`src/rtl/riscv_ctrl_pkg.sv`:
```
// Shared encodings for the multi-cycle RV32I control path: FSM states, opcodes,
// mux-select and ALU encodings.
package riscv_ctrl_pkg;

    typedef enum logic [3:0] {
        S_FETCH,
        S_DECODE,
        S_MEMADR,
        S_MEMREAD,
        S_MEMWB,
        S_MEMWRITE,
        S_EXECR,
        S_EXECI,
        S_ALUWB,
        S_JALR,
        S_JAL,
        S_BRANCH,
        S_LUI,
        S_HALT
    } state_t;

    localparam logic [6:0] OP_LOAD   = 7'b0000011;
    localparam logic [6:0] OP_STORE  = 7'b0100011;
    localparam logic [6:0] OP_RTYPE  = 7'b0110011;
    localparam logic [6:0] OP_ITYPE  = 7'b0010011;
    localparam logic [6:0] OP_JAL    = 7'b1101111;
    localparam logic [6:0] OP_JALR   = 7'b1100111;
    localparam logic [6:0] OP_BRANCH = 7'b1100011;
    localparam logic [6:0] OP_LUI    = 7'b0110111;

    localparam logic [2:0] ALU_ADD  = 3'b000;
    localparam logic [2:0] ALU_SUB  = 3'b001;
    localparam logic [2:0] ALU_AND  = 3'b010;
    localparam logic [2:0] ALU_OR   = 3'b011;
    localparam logic [2:0] ALU_XOR  = 3'b100;
    localparam logic [2:0] ALU_SLT  = 3'b101;
    localparam logic [2:0] ALU_SLTU = 3'b110;

    localparam logic [2:0] IMM_I = 3'd0;
    localparam logic [2:0] IMM_S = 3'd1;
    localparam logic [2:0] IMM_B = 3'd2;
    localparam logic [2:0] IMM_J = 3'd3;
    localparam logic [2:0] IMM_U = 3'd4;

    localparam logic [1:0] RES_ALUOUT    = 2'd0;
    localparam logic [1:0] RES_DATA      = 2'd1;
    localparam logic [1:0] RES_ALURESULT = 2'd2;
    localparam logic [1:0] RES_IMMEXT    = 2'd3;

    localparam logic [1:0] SRCA_PC    = 2'd0;
    localparam logic [1:0] SRCA_OLDPC = 2'd1;
    localparam logic [1:0] SRCA_A     = 2'd2;

    localparam logic [1:0] SRCB_B      = 2'd0;
    localparam logic [1:0] SRCB_IMMEXT = 2'd1;
    localparam logic [1:0] SRCB_FOUR   = 2'd2;

    typedef enum logic [1:0] {
        ALUOP_ADD,
        ALUOP_BRANCH,
        ALUOP_FUNCT
    } alu_op_t;

endpackage

```
`src/rtl/alu_decoder.sv`:
```
// Combinational ALU decode: (ALUOp, funct3, funct7[5]) -> ALUControl, plus the
// branch-taken condition evaluated against the ALU Zero flag.
module alu_decoder
    import riscv_ctrl_pkg::*;
(
    input  alu_op_t    alu_op,
    input  logic [2:0] funct3,
    input  logic       funct7_5,
    input  logic       zero,
    output logic [2:0] alu_control,
    output logic       taken
);

    always_comb begin
        alu_control = ALU_ADD;
        taken       = 1'b0;
        case (alu_op)
            ALUOP_BRANCH: begin
                // blt/bge rely on slt: result 1 (non-zero) means less-than
                case (funct3)
                    3'b000:  begin alu_control = ALU_SUB; taken = zero;  end
                    3'b001:  begin alu_control = ALU_SUB; taken = !zero; end
                    3'b100:  begin alu_control = ALU_SLT; taken = !zero; end
                    3'b101:  begin alu_control = ALU_SLT; taken = zero;  end
                    default: begin alu_control = ALU_SUB; taken = 1'b0;  end
                endcase
            end
            ALUOP_FUNCT: begin
                case (funct3)
                    3'b000:  alu_control = funct7_5 ? ALU_SUB : ALU_ADD;
                    3'b111:  alu_control = ALU_AND;
                    3'b110:  alu_control = ALU_OR;
                    3'b100:  alu_control = ALU_XOR;
                    3'b010:  alu_control = ALU_SLT;
                    3'b011:  alu_control = ALU_SLTU;
                    default: alu_control = ALU_ADD;
                endcase
            end
            default: alu_control = ALU_ADD;
        endcase
    end

endmodule

```
`src/rtl/multicycle_controller.sv`:
```
// Moore control FSM for the multi-cycle RV32I datapath.
// Optional macro ILLEGAL_TRAP_EN: unknown opcodes park the FSM in HALT until reset.
module multicycle_controller
    import riscv_ctrl_pkg::*;
#(
    parameter int XLEN = 32
) (
    input  logic       clk,
    input  logic       rst,
    input  logic [6:0] op,
    input  logic [2:0] funct3,
    input  logic [6:0] funct7,
    input  logic       Zero,
    output logic       PCWrite,
    output logic       AdrSrc,
    output logic       MemWrite,
    output logic       IRWrite,
    output logic       RegWrite,
    output logic [1:0] ResultSrc,
    output logic [1:0] ALUSrcA,
    output logic [1:0] ALUSrcB,
    output logic [2:0] ALUControl,
    output logic [2:0] ImmSrc,
    output logic       halt
);

    state_t  state, next_state;
    alu_op_t alu_op;
    logic    pc_update, branch, mem_write, ir_write, reg_write, taken;
    logic    unused_funct7;

    assign unused_funct7 = ^{funct7[6], funct7[4:0]};

    always_ff @(posedge clk) begin
        if (!rst) state <= S_FETCH;
        else      state <= next_state;
    end

    always_comb begin
        next_state = S_FETCH;
        case (state)
            S_FETCH:  next_state = S_DECODE;
            S_DECODE: begin
                case (op)
                    OP_LOAD, OP_STORE: next_state = S_MEMADR;
                    OP_RTYPE:          next_state = S_EXECR;
                    OP_ITYPE:          next_state = S_EXECI;
                    OP_JAL:            next_state = S_JAL;
                    OP_JALR:           next_state = S_JALR;
                    OP_BRANCH:         next_state = S_BRANCH;
                    OP_LUI:            next_state = S_LUI;
`ifdef ILLEGAL_TRAP_EN
                    default:           next_state = S_HALT;
`else
                    default:           next_state = S_FETCH;
`endif
                endcase
            end
            S_MEMADR:   next_state = op[5] ? S_MEMWRITE : S_MEMREAD;
            S_MEMREAD:  next_state = S_MEMWB;
            S_EXECR,
            S_EXECI:    next_state = S_ALUWB;
            S_JALR:     next_state = S_JAL;
            S_JAL:      next_state = S_ALUWB;
`ifdef ILLEGAL_TRAP_EN
            S_HALT:     next_state = S_HALT;
`endif
            default:    next_state = S_FETCH;
        endcase
    end

    always_comb begin
        pc_update = 1'b0;
        branch    = 1'b0;
        mem_write = 1'b0;
        ir_write  = 1'b0;
        reg_write = 1'b0;
        AdrSrc    = 1'b0;
        ResultSrc = RES_ALUOUT;
        ALUSrcA   = SRCA_PC;
        ALUSrcB   = SRCB_B;
        alu_op    = ALUOP_ADD;
        case (state)
            S_FETCH: begin
                ir_write  = 1'b1;
                ALUSrcB   = SRCB_FOUR;
                ResultSrc = RES_ALURESULT;
                pc_update = 1'b1;
            end
            S_DECODE: begin
                ALUSrcA = SRCA_OLDPC;
                ALUSrcB = SRCB_IMMEXT;
            end
            S_MEMADR, S_EXECI, S_JALR: begin
                ALUSrcA = SRCA_A;
                ALUSrcB = SRCB_IMMEXT;
                if (state == S_EXECI) alu_op = ALUOP_FUNCT;
            end
            S_MEMREAD:  AdrSrc = 1'b1;
            S_MEMWB: begin
                ResultSrc = RES_DATA;
                reg_write = 1'b1;
            end
            S_MEMWRITE: begin
                AdrSrc    = 1'b1;
                mem_write = 1'b1;
            end
            S_EXECR: begin
                ALUSrcA = SRCA_A;
                alu_op  = ALUOP_FUNCT;
            end
            S_ALUWB:    reg_write = 1'b1;
            S_JAL: begin
                ALUSrcA   = SRCA_OLDPC;
                ALUSrcB   = SRCB_FOUR;
                pc_update = 1'b1;
            end
            S_BRANCH: begin
                ALUSrcA = SRCA_A;
                alu_op  = ALUOP_BRANCH;
                branch  = 1'b1;
            end
            S_LUI: begin
                ResultSrc = RES_IMMEXT;
                reg_write = 1'b1;
            end
            default: ;
        endcase
    end

    always_comb begin
        case (op)
            OP_STORE:  ImmSrc = IMM_S;
            OP_BRANCH: ImmSrc = IMM_B;
            OP_JAL:    ImmSrc = IMM_J;
            OP_LUI:    ImmSrc = IMM_U;
            default:   ImmSrc = IMM_I;
        endcase
    end

    // funct7[5] selects sub only for R-type; op[5] separates R from I encodings
    alu_decoder u_alu_decoder (
        .alu_op      (alu_op),
        .funct3      (funct3),
        .funct7_5    (funct7[5] & op[5]),
        .zero        (Zero),
        .alu_control (ALUControl),
        .taken       (taken)
    );

    // Enables are gated by rst so nothing writes while reset is held
    assign PCWrite  = rst & (pc_update | (branch & taken));
    assign MemWrite = rst & mem_write;
    assign IRWrite  = rst & ir_write;
    assign RegWrite = rst & reg_write;
`ifdef ILLEGAL_TRAP_EN
    assign halt     = rst & (state == S_HALT);
`else
    assign halt     = 1'b0;
`endif

endmodule

```
`config.mk`:
```
export PLATFORM = sky130hd
export DESIGN_NAME = multicycle_controller
export DESIGN_NICKNAME = d
export VERILOG_FILES = /design/src/rtl/riscv_ctrl_pkg.sv /design/src/rtl/alu_decoder.sv /design/src/rtl/multicycle_controller.sv
export SDC_FILE = /design/constraint.sdc
export NUM_CORES = 1
export LEC_CHECK = 0
export CORE_MARGIN = 10
export CORE_UTILIZATION = 36
export DETAILED_ROUTE_END_ITERATION = 8
export PLACE_DENSITY = 0.76
export RECOVER_POWER = 100
export SLEW_MARGIN = 20
export SYNTH_ARGS = -nofsm -noshare
export SYNTH_HDL_FRONTEND = slang
export SYNTH_SLANG_ARGS = --single-unit
```
`constraint.sdc`:
```
create_clock -name clk -period 2.01 [get_ports clk]
set_input_delay 0.5025 -clock clk [delete_from_list [all_inputs] [get_ports clk]]
set_output_delay 0.5025 -clock clk [all_outputs]
set_load 0.05 [all_outputs]
```
==> flow_summary_export.csv, run 1 <==
group,metric,value,unit
run_status,outcome,"complete, but fails checks",
run_status,violations,"negative setup slack",
finish,regMostFlops,"state",
clock_network,cts_buffer_depth,2,
global_route,grt_pass1_wl,4560,µm
synthesis,synth_top_area_share,11.8,%
clock_network,path_clk_slew,0.05,ns
synthesis,synth.distinct_cells,42,
route,vias,1027,
timing,setup_viol_count_final,10,
critical_path,cp-start-kind,"flop",
critical_path,path_buf_inv,2,
finish,top_regs,"state: 4 flops",
finish,multiInputGateArea,693,µm²
synthesis,synthTopCellsByArea,"dfxtp_1, nor2_1, nand2b_1",
critical_path,cp.arrival,1.78,ns
timing,setup_slack,-0.273,ns
finish,largest_reg_flops,4,
floorplanning,core,1760,µm²
floorplanning,start_util,38.6,%
timing,min_period,2.28,ns
finish,nFillCells,108,
global_route,met1_usage,11.1,%
critical_path,cp_slowest_cell,"dfxtp_2",
placed_design,place_ws,-0.409,ns
timing,clock_skew,0.0126,ns
global_route,grt_use_total,13.7,%
route,totalWireLength,3810,µm
route,dr.pass1.iters,4,
synthesis,yosysTopAreaCell,"dfxtp_1",
synthesis,synth_ff_type,"dfxtp_1",
floorplanning,die-area,4030,µm²
synthesis,syn_nets,119,
finish,insertedDiodeCount,0,
clock_network,root_buffer,"clkbuf_4",
synthesis,syn_avg_cell_area,7.02,µm²
synthesis,ys_seq_area_share,11.8,%
floorplanning,die_w,63.5,µm
critical_path,critical_path_class,"flop to output pin",
synthesis,synth_edf_count,0,
pwr,p_per_area,296,nW/µm²
critical_path,cp_cell_sequence,"nor2b_4, nand3_4, inv_2, ha_4, nor4b_4, o21a_1, buf_12",
finish,layout_commonest_cell,"buf_4",
hold_path,hold_path_class,"flop to flop",
clock_network,cts_hold_buf,0,
route,routedWlPerCell,21.5,µm
global_route,overflow,0,
global_route,grt_start_max_net_pins,15,
finish,syn2layout_area_growth,115,%
clock_network,cts_buffers,3,
critical_path,crit_required,1.51,ns
clock_network,insertion_delay,0.24,ns
floorplanning,die_h,63.5,µm
global_route,antenna_found_initial,0,
finish,seq_area,83.8,µm²
floorplanning,pin_count,38,
synthesis,synth.cell_area,681,µm²
timing,finalHoldViolCount,0,
synthesis,syn_inst,97,
pwr,p_leak,0.640,nW
pwr,power,0.434,mW
clock_network,htree_levels,1,
timing,fin_crit_sh,114,%
global_route,gr-max-usage-layer,"met2",
placed_design,io_buffers,30,
clock_network,cts_sinks,4,
floorplanning,rows,15,
global_route,grt_pass1_vias,1021,
global_route,grt_util_met3,4.42,%
global_route,grt_use_met2,27.0,%
timing,holdWs,0.782,ns
clock_network,cts_tree,"yes",
synthesis,ys_ff_latch,4,
finish,nNetsFinal,176,
critical_path,endpoint_kind,"output pin",
timing,report.final.slew_viol_count,0,
route,drtIter0Drc,60,
critical_path,crit_fanout,4,
route,drcViolationCount,0,
finish,drive_above_1_share,55.9,%
timing,rsz0062_at_grt,"true",
job,maxCapViolCount,0,
finish,layout_common_cells,"buf_4, buf_12, nor2_1",
pwr,ir_drop,0.312,mV
synthesis,async_flop_share,0,%
placed_design,gp_congestion,0.794,
critical_path,cp_slowest_stage_delay,0.37,ns
synthesis,yosys_warnings,0,
route,ant_nets,0,
route,avgViaCountPerCell,5.80,
critical_path,cpLargestDelayFamily,"simple AND/OR/NAND/NOR gates",
timing,fmax,0.438,GHz
placed_design,hpwl,2130,µm
==> where the power goes <==
group	total [mW]	internal (mW)	switching (mW)
clock	0.106	0.0672	0.0391
combinational	0.242	0.109	0.133
sequential	0.0853	0.0819	0.00340
total	0.434	0.258	0.176
==> worst paths after layout <==
check                           start             endpoint  slack [ns]  cells after the start
setup / recovery  state[3]$_SDFF_PN0_              PCWrite       -0.27                      7
hold / removal    state[1]$_SDFF_PN0_  state[2]$_SDFF_PN0_        0.78                      3
setup reg to reg  state[3]$_SDFF_PN0_  state[1]$_SDFF_PN0_        0.49                      6
hold reg to reg   state[1]$_SDFF_PN0_  state[2]$_SDFF_PN0_        0.78                      3
==> final cells by class <==
cell class / instances / share of cell area (%)
Multi-Input combinational cell: 83 / 47.3
Timing Repair Buffer: 58 / 42.3
Sequential cell: 4 / 5.72
Tap cell: 25 / 2.13
Clock buffer: 3 / 1.54
Inverter: 4 / 1.02
==> Yosys cell counts, types with 3 or more instances <==
cell,instances
nor2_1,14
nand2_1,6
nand2b_1,6
a21oi_1,4
dfxtp_1,4
o21ai_1,4
a32oi_1,3
and3_1,3
buf_2,3
buf_4,3
inv_1,3
nor3_1,3
o21ai_0,3
xnor2_1,3
==> tightest hold or removal path, cell delays in order, from the launching register on <==
cell and delay (ns):
dfxtp_2 0.37, and2_0 0.15, o21ai_1 0.17, nor2_1 0.06
==> timing repair <==
item | in CTS | in global routing
hold endpoints to repair | 0 | 0
setup endpoints to repair | 10 | 10
setup buffers | 2 | 4
pin swaps | 12 | 9
resized for setup | 41 | 20
==> metrics by stage <==
step / instance area (µm²) / instances / TNS, ns / util, %
finish: 1470 / 177 / -0.933 / 83.1
global route: 1470 / 177 / -1.49 / 83.1
global placement: 1330 / 168 / -1.44 / 75.1
detailed placement: 1330 / 168 / -1.80 / 75.1
CTS: 1420 / 173 / -0.389 / 80.2
floorplan: 708 / 97 / -0.665 / -
==> cell families after synthesis <==
| logic type | share of synthesized area [%] |
|---|---|
| AND/OR/NAND/NOR | 47.2 |
| flip-flops | 11.8 |
| buffers and inverters | 7.72 |
| AO/OA/AOI/OAI | 22.2 |
| XOR/XNOR | 5.15 |
| multiplexers | 1.65 |
| other | 0.551 |
| adder cells (fa/ha/maj) | 3.68 |
==> per-layer routing <==
layer  up-vias  part of all wire (%)
met5         -                     0
met4         0                   4.7
met3        18                   8.9
met2        70                    50
met1       488                    36
li1        451                     -
(Power assumes the default switching activity.)
==> run 2: changes to the inputs <==
--- a/config.mk
+++ b/config.mk
@@ -8,9 +8,10 @@
 export CORE_MARGIN = 10
 export CORE_UTILIZATION = 36
 export DETAILED_ROUTE_END_ITERATION = 8
-export PLACE_DENSITY = 0.76
+export PLACE_DENSITY = 0.77
 export RECOVER_POWER = 100
 export SLEW_MARGIN = 20
 export SYNTH_ARGS = -nofsm -noshare
 export SYNTH_HDL_FRONTEND = slang
+export SYNTH_HIERARCHICAL = 1
 export SYNTH_SLANG_ARGS = --single-unit
==> run 2 against run 1 <==
The flow now stops in global routing (5_1_grt). Synthesized area down 2.8%. Synthesized cell count up 1.0%.
==> flow_summary_export.csv, run 2 <==
group,metric,value,unit
placed_design,io_buffers,30,
placed_design,gp_congestion,0.827,
placed_design,hpwl,2300,µm
run_status,failing_step,"global routing (5_1_grt)",
synthesis,syn_inst,98,
timing,grt_worst_setup_endpoint,"ALUControl[2]",
synthesis,syn_nets,120,
synthesis,yosys_warnings,6,
global_route,grt_start_max_net_pins,19,
synthesis,synth_top_area_share,12.1,%
floorplanning,start_util,38.3,%
synthesis,synth_edf_count,0,
synthesis,syn_avg_cell_area,6.75,µm²
clock_network,root_buffer,"clkbuf_4",
placed_design,placed_cell_area,1500,µm²
clock_network,htree_levels,1,
synthesis,async_flop_share,0,%
synthesis,ys_seq_area_share,12.1,%
floorplanning,die_w,62.9,µm
floorplanning,die_h,62.9,µm
synthesis,synth.distinct_cells,41,
run_status,firstError,"[ERROR DPL-0038] Utilization greater than 100%, impossible to legalize",
floorplanning,pin_count,38,
run_status,outcome,"did not finish",
synthesis,synth.cell_area,662,µm²
synthesis,synth_ff_type,"dfxtp_1",
clock_network,cts_buffers,3,
floorplanning,rows,15,
synthesis,synthTopCellsByArea,"dfxtp_1, nand2b_1, nor2b_1",
synthesis,yosys-top-cells-count,"a21oi_1, inv_1, o21ai_0",
clock_network,cts_sinks,4,
synthesis,yosysTopAreaCell,"dfxtp_1",
timing,worstEpCategory,"output port",
synthesis,ys_ff_latch,4,
clock_network,cts_buffer_depth,2,
## run 2: changes by cell type after synthesis, sizes merged, moves of 2 or more
cell / change
clkbuf: +2
nor3: +3
a211oi: +2
nor2: -10
nand3: +2
a21oi: +3
inv: +3
nand2: -2
nor2b: +3
a32oi: -3
nor4: -2
## run 2: cells by family after synthesis
family	after synthesis	share of synthesized area [%]
flops	4	12.1
compound gates	25	23.3
fa+ha+maj	2	3.78
simple gates	47	43.7
xor+xnor	5	6.62
buf+inv	14	10.0
other cells	1	0.567
## run 2: per-stage QoR
step / setup WS [ns] / setup TNS, ns / util, % / instances / hold slack (ns)
floorplan: -0.214 / -0.408 / - / 98 / 0.499
global placement: -0.351 / -2.27 / 87.0 / 179 / 0.607
detailed placement: -0.381 / -2.65 / 87.0 / 179 / 0.618
CTS: -0.241 / -1.06 / 91.3 / 186 / 0.634
## run 2: repair_timing
| action | CTS |
|---|---|
| buffers inserted | 3 |
| pin swaps | 9 |
| resized for setup | 31 |
| gates cloned | 0 |
| endpoints found under the setup margin | 12 |
| hold buffers | 0 |
==> run 3: changes to the inputs <==
--- a/config.mk
+++ b/config.mk
@@ -5,10 +5,10 @@
 export SDC_FILE = /design/constraint.sdc
 export NUM_CORES = 1
 export LEC_CHECK = 0
-export CORE_MARGIN = 10
-export CORE_UTILIZATION = 36
+export CORE_AREA = 10 10 71 73
 export DETAILED_ROUTE_END_ITERATION = 8
-export PLACE_DENSITY = 0.77
+export DIE_AREA = 0 0 81 83
+export PLACE_DENSITY_LB_ADDON = 0.15
 export RECOVER_POWER = 100
 export SLEW_MARGIN = 20
 export SYNTH_ARGS = -nofsm -noshare
==> run 3 against run 2 <==
The flow now finishes, with violations (negative setup slack). Synthesized cell count is the same. Synthesized area is the same.
==> flow_summary_export.csv, run 3 <==
group,metric,value,unit
placed_design,place_ws,-0.373,ns
critical_path,cp.depth,8,
finish,drive_above_1_share,57.7,%
synthesis,async_flop_share,0,%
critical_path,cp-start-kind,"flop",
placed_design,io_buffers,30,
pwr,p_leak,0.659,nW
clock_network,cts_buffer_depth,2,
floorplanning,core,3630,µm²
finish,fin_util,44.4,%
timing,fin_crit_sh,110,%
finish,nNetsFinal,186,
timing,rsz0062_at_grt,"true",
timing,min_period,2.21,ns
global_route,grt_pass1_wl,4590,µm
floorplanning,die_w,81,µm
clock_network,root_buffer,"clkbuf_8",
synthesis,yosys_warnings,6,
placed_design,placed_cell_area,1530,µm²
timing,clock_skew,0.00354,ns
route,dr.pass1.iters,3,
finish,seq_area,87.6,µm²
critical_path,reg2reg_to,"state[0]$_SDFF_PN0_",
pwr,ir_drop,0.150,mV
finish,layout_common_cells,"buf_4, buf_12, dlygate4sd2_1",
floorplanning,rows,22,
timing,fmax,0.453,GHz
critical_path,ff2ff_setup_slack,0.60,ns
pwr,p_per_area,308,nW/µm²
critical_path,cpLargestDelayFamily,"simple AND/OR/NAND/NOR gates",
clock_network,cts_hold_buf,0,
placed_design,hpwl,2150,µm
route,totalWireLength,2580,µm
clock_network,cts_buffers,3,
synthesis,synth.cell_area,662,µm²
synthesis,syn_nets,120,
finish,multiInputGateArea,682,µm²
finish,syn2layout_area_growth,144,%
timing,finalHoldViolCount,0,
critical_path,rr_startpoint,"state[3]$_SDFF_PN0_",
placed_design,dp.cells,202,
route,routedWlPerCell,12.2,µm
placed_design,gp_congestion,0.767,
synthesis,synth_ff_type,"dfxtp_1",
route,ant_nets,0,
global_route,grt_use_total,8.20,%
critical_path,crit_required,1.51,ns
route,wl_met3,144,µm
finish,largest_reg_flops,4,
synthesis,syn_inst,98,
floorplanning,pin_count,38,
clock_network,cts_tree,"yes",
critical_path,cp.arrival,1.71,ns
route,drcViolationCount,0,
global_route,overflow,0,
critical_path,path_buf_inv,2,
critical_path,cp-startpoint,"state[3]$_SDFF_PN0_",
hold_path,hold_path_class,"flop to flop",
route,route.met2.wl,1370,µm
finish,nFillCells,382,
critical_path,critical_path_class,"flop to output pin",
clock_network,cts_sinks,4,
timing,report.final.slew_viol_count,0,
synthesis,yosys-top-cells-count,"a21oi_1, inv_1, o21ai_0",
synthesis,synth.distinct_cells,41,
critical_path,crit_fanout,3,
clock_network,htree_levels,1,
finish,stdcell_count,211,
timing,setup_viol_count_final,5,
route,avgViaCountPerCell,4.32,
critical_path,cp_slowest_cell,"dfxtp_4",
critical_path,endpoint_kind,"output pin",
route,top_layer,"met4",
global_route,antenna_found_initial,0,
finish,regMostFlops,"state",
finish,fin_area,1610,µm²
global_route,grt_start_max_net_pins,19,
critical_path,cp-endpoint,"ALUControl[2]",
synthesis,yosysTopAreaCell,"dfxtp_1",
synthesis,ys_seq_area_share,12.1,%
critical_path,rr_worst_depth,7,
run_status,violations,"negative setup slack",
synthesis,ys_ff_latch,4,
finish,layout_commonest_cell,"buf_4",
route,drtIter0Drc,22,
global_route,grt_pass1_vias,1024,
clock_network,insertion_delay,0.22,ns
route,drt-met1-wl,1040,µm
synthesis,syn_avg_cell_area,6.75,µm²
synthesis,synth_top_area_share,12.1,%
floorplanning,start_util,18.2,%
clock_network,path_clk_slew,0.03,ns
floorplanning,die-area,6720,µm²
critical_path,cp_cell_sequence,"nor2b_4, and3_4, inv_2, ha_4, and2b_2, o21ai_2, o31ai_4, buf_12",
finish,top_regs,"state: 4 flops",
synthesis,synthTopCellsByArea,"dfxtp_1, nand2b_1, nor2b_1",
timing,setup_slack,-0.199,ns
synthesis,synth_edf_count,0,
run_status,outcome,"complete, but fails checks",
route,vias,912,
finish,insertedDiodeCount,0,
critical_path,cp_slowest_stage_delay,0.36,ns
floorplanning,die_h,83,µm
pwr,power,0.496,mW
job,maxCapViolCount,0,
==> run 3: per-layer routing <==
layer | track usage (%) | up-vias
li1 | - | 479
met1 | 8.88 | 413
met5 | 0 | -
met4 | 4.23 | 0
met3 | 2.16 | 2
met2 | 14.0 | 18
==> run 3: worst register-to-register path: cells and delay by family (launching register included) <==
kind / cells / cell delay (ns)
buffers and inverters: 5 / 0.68
and+or+nand+nor: 1 / 0.22
DFF: 1 / 0.36
AOI/OAI and AO/OA: 1 / 0.03
==> run 3: power by group <==
group	total [mW]	internal (mW)	switching [mW]	leakage, nW
logic	0.232	0.111	0.121	0.602
clock network	0.183	0.136	0.0473	0.0228
registers	0.0811	0.0796	0.00145	0.0342
total	0.496	0.326	0.170	0.659
==> run 3: repair_timing <==
item	CTS	global route
pin swaps	9	4
setup buffers	5	0
endpoints found under the setup margin	11	10
resized for setup	42	1
==> run 3: worst min-delay path by stage <==
stage                                   start             endpoint  slack (ns)  depth (start not counted)
after detailed placement  state[3]$_SDFF_PN0_  state[1]$_SDFF_PN0_        0.49                          1
after global placement    state[3]$_SDFF_PN0_  state[1]$_SDFF_PN0_        0.48                          1
final                     state[3]$_SDFF_PN0_  state[1]$_SDFF_PN0_        0.59                          2
after floorplan           state[3]$_SDFF_PN0_  state[1]$_SDFF_PN0_        0.50                          1
after global routing      state[3]$_SDFF_PN0_  state[1]$_SDFF_PN0_        0.60                          2
after CTS                 state[3]$_SDFF_PN0_  state[1]$_SDFF_PN0_        0.59                          2
==> run 3: cell type report <==
type	count	share of cell area, %
inverter	7	1.71
tap	48	3.72
timing repair buffer	68	44.1
sequential	4	5.43
clock buffer	4	2.79
multi-input combinational	80	42.2
==> run 3: cell families after synthesis <==
kind of cell | Yosys count | synth area share [%]
adder cells (fa/ha/maj) | 2 | 3.78
AO/OA/AOI/OAI | 25 | 23.3
XOR/XNOR | 5 | 6.62
other | 1 | 0.567
flip-flops | 4 | 12.1
buffers and inverters | 14 | 10.0
AND/OR/NAND/NOR | 47 | 43.7
==> run 3: per-stage QoR <==
step / hold WS, ns / setup TNS, ns
floorplan: 0.499 / -0.408
global placement: 0.482 / -2.40
detailed placement: 0.494 / -2.54
CTS: 0.587 / -0.767
global route: 0.601 / -1.38
finish: 0.586 / -0.717
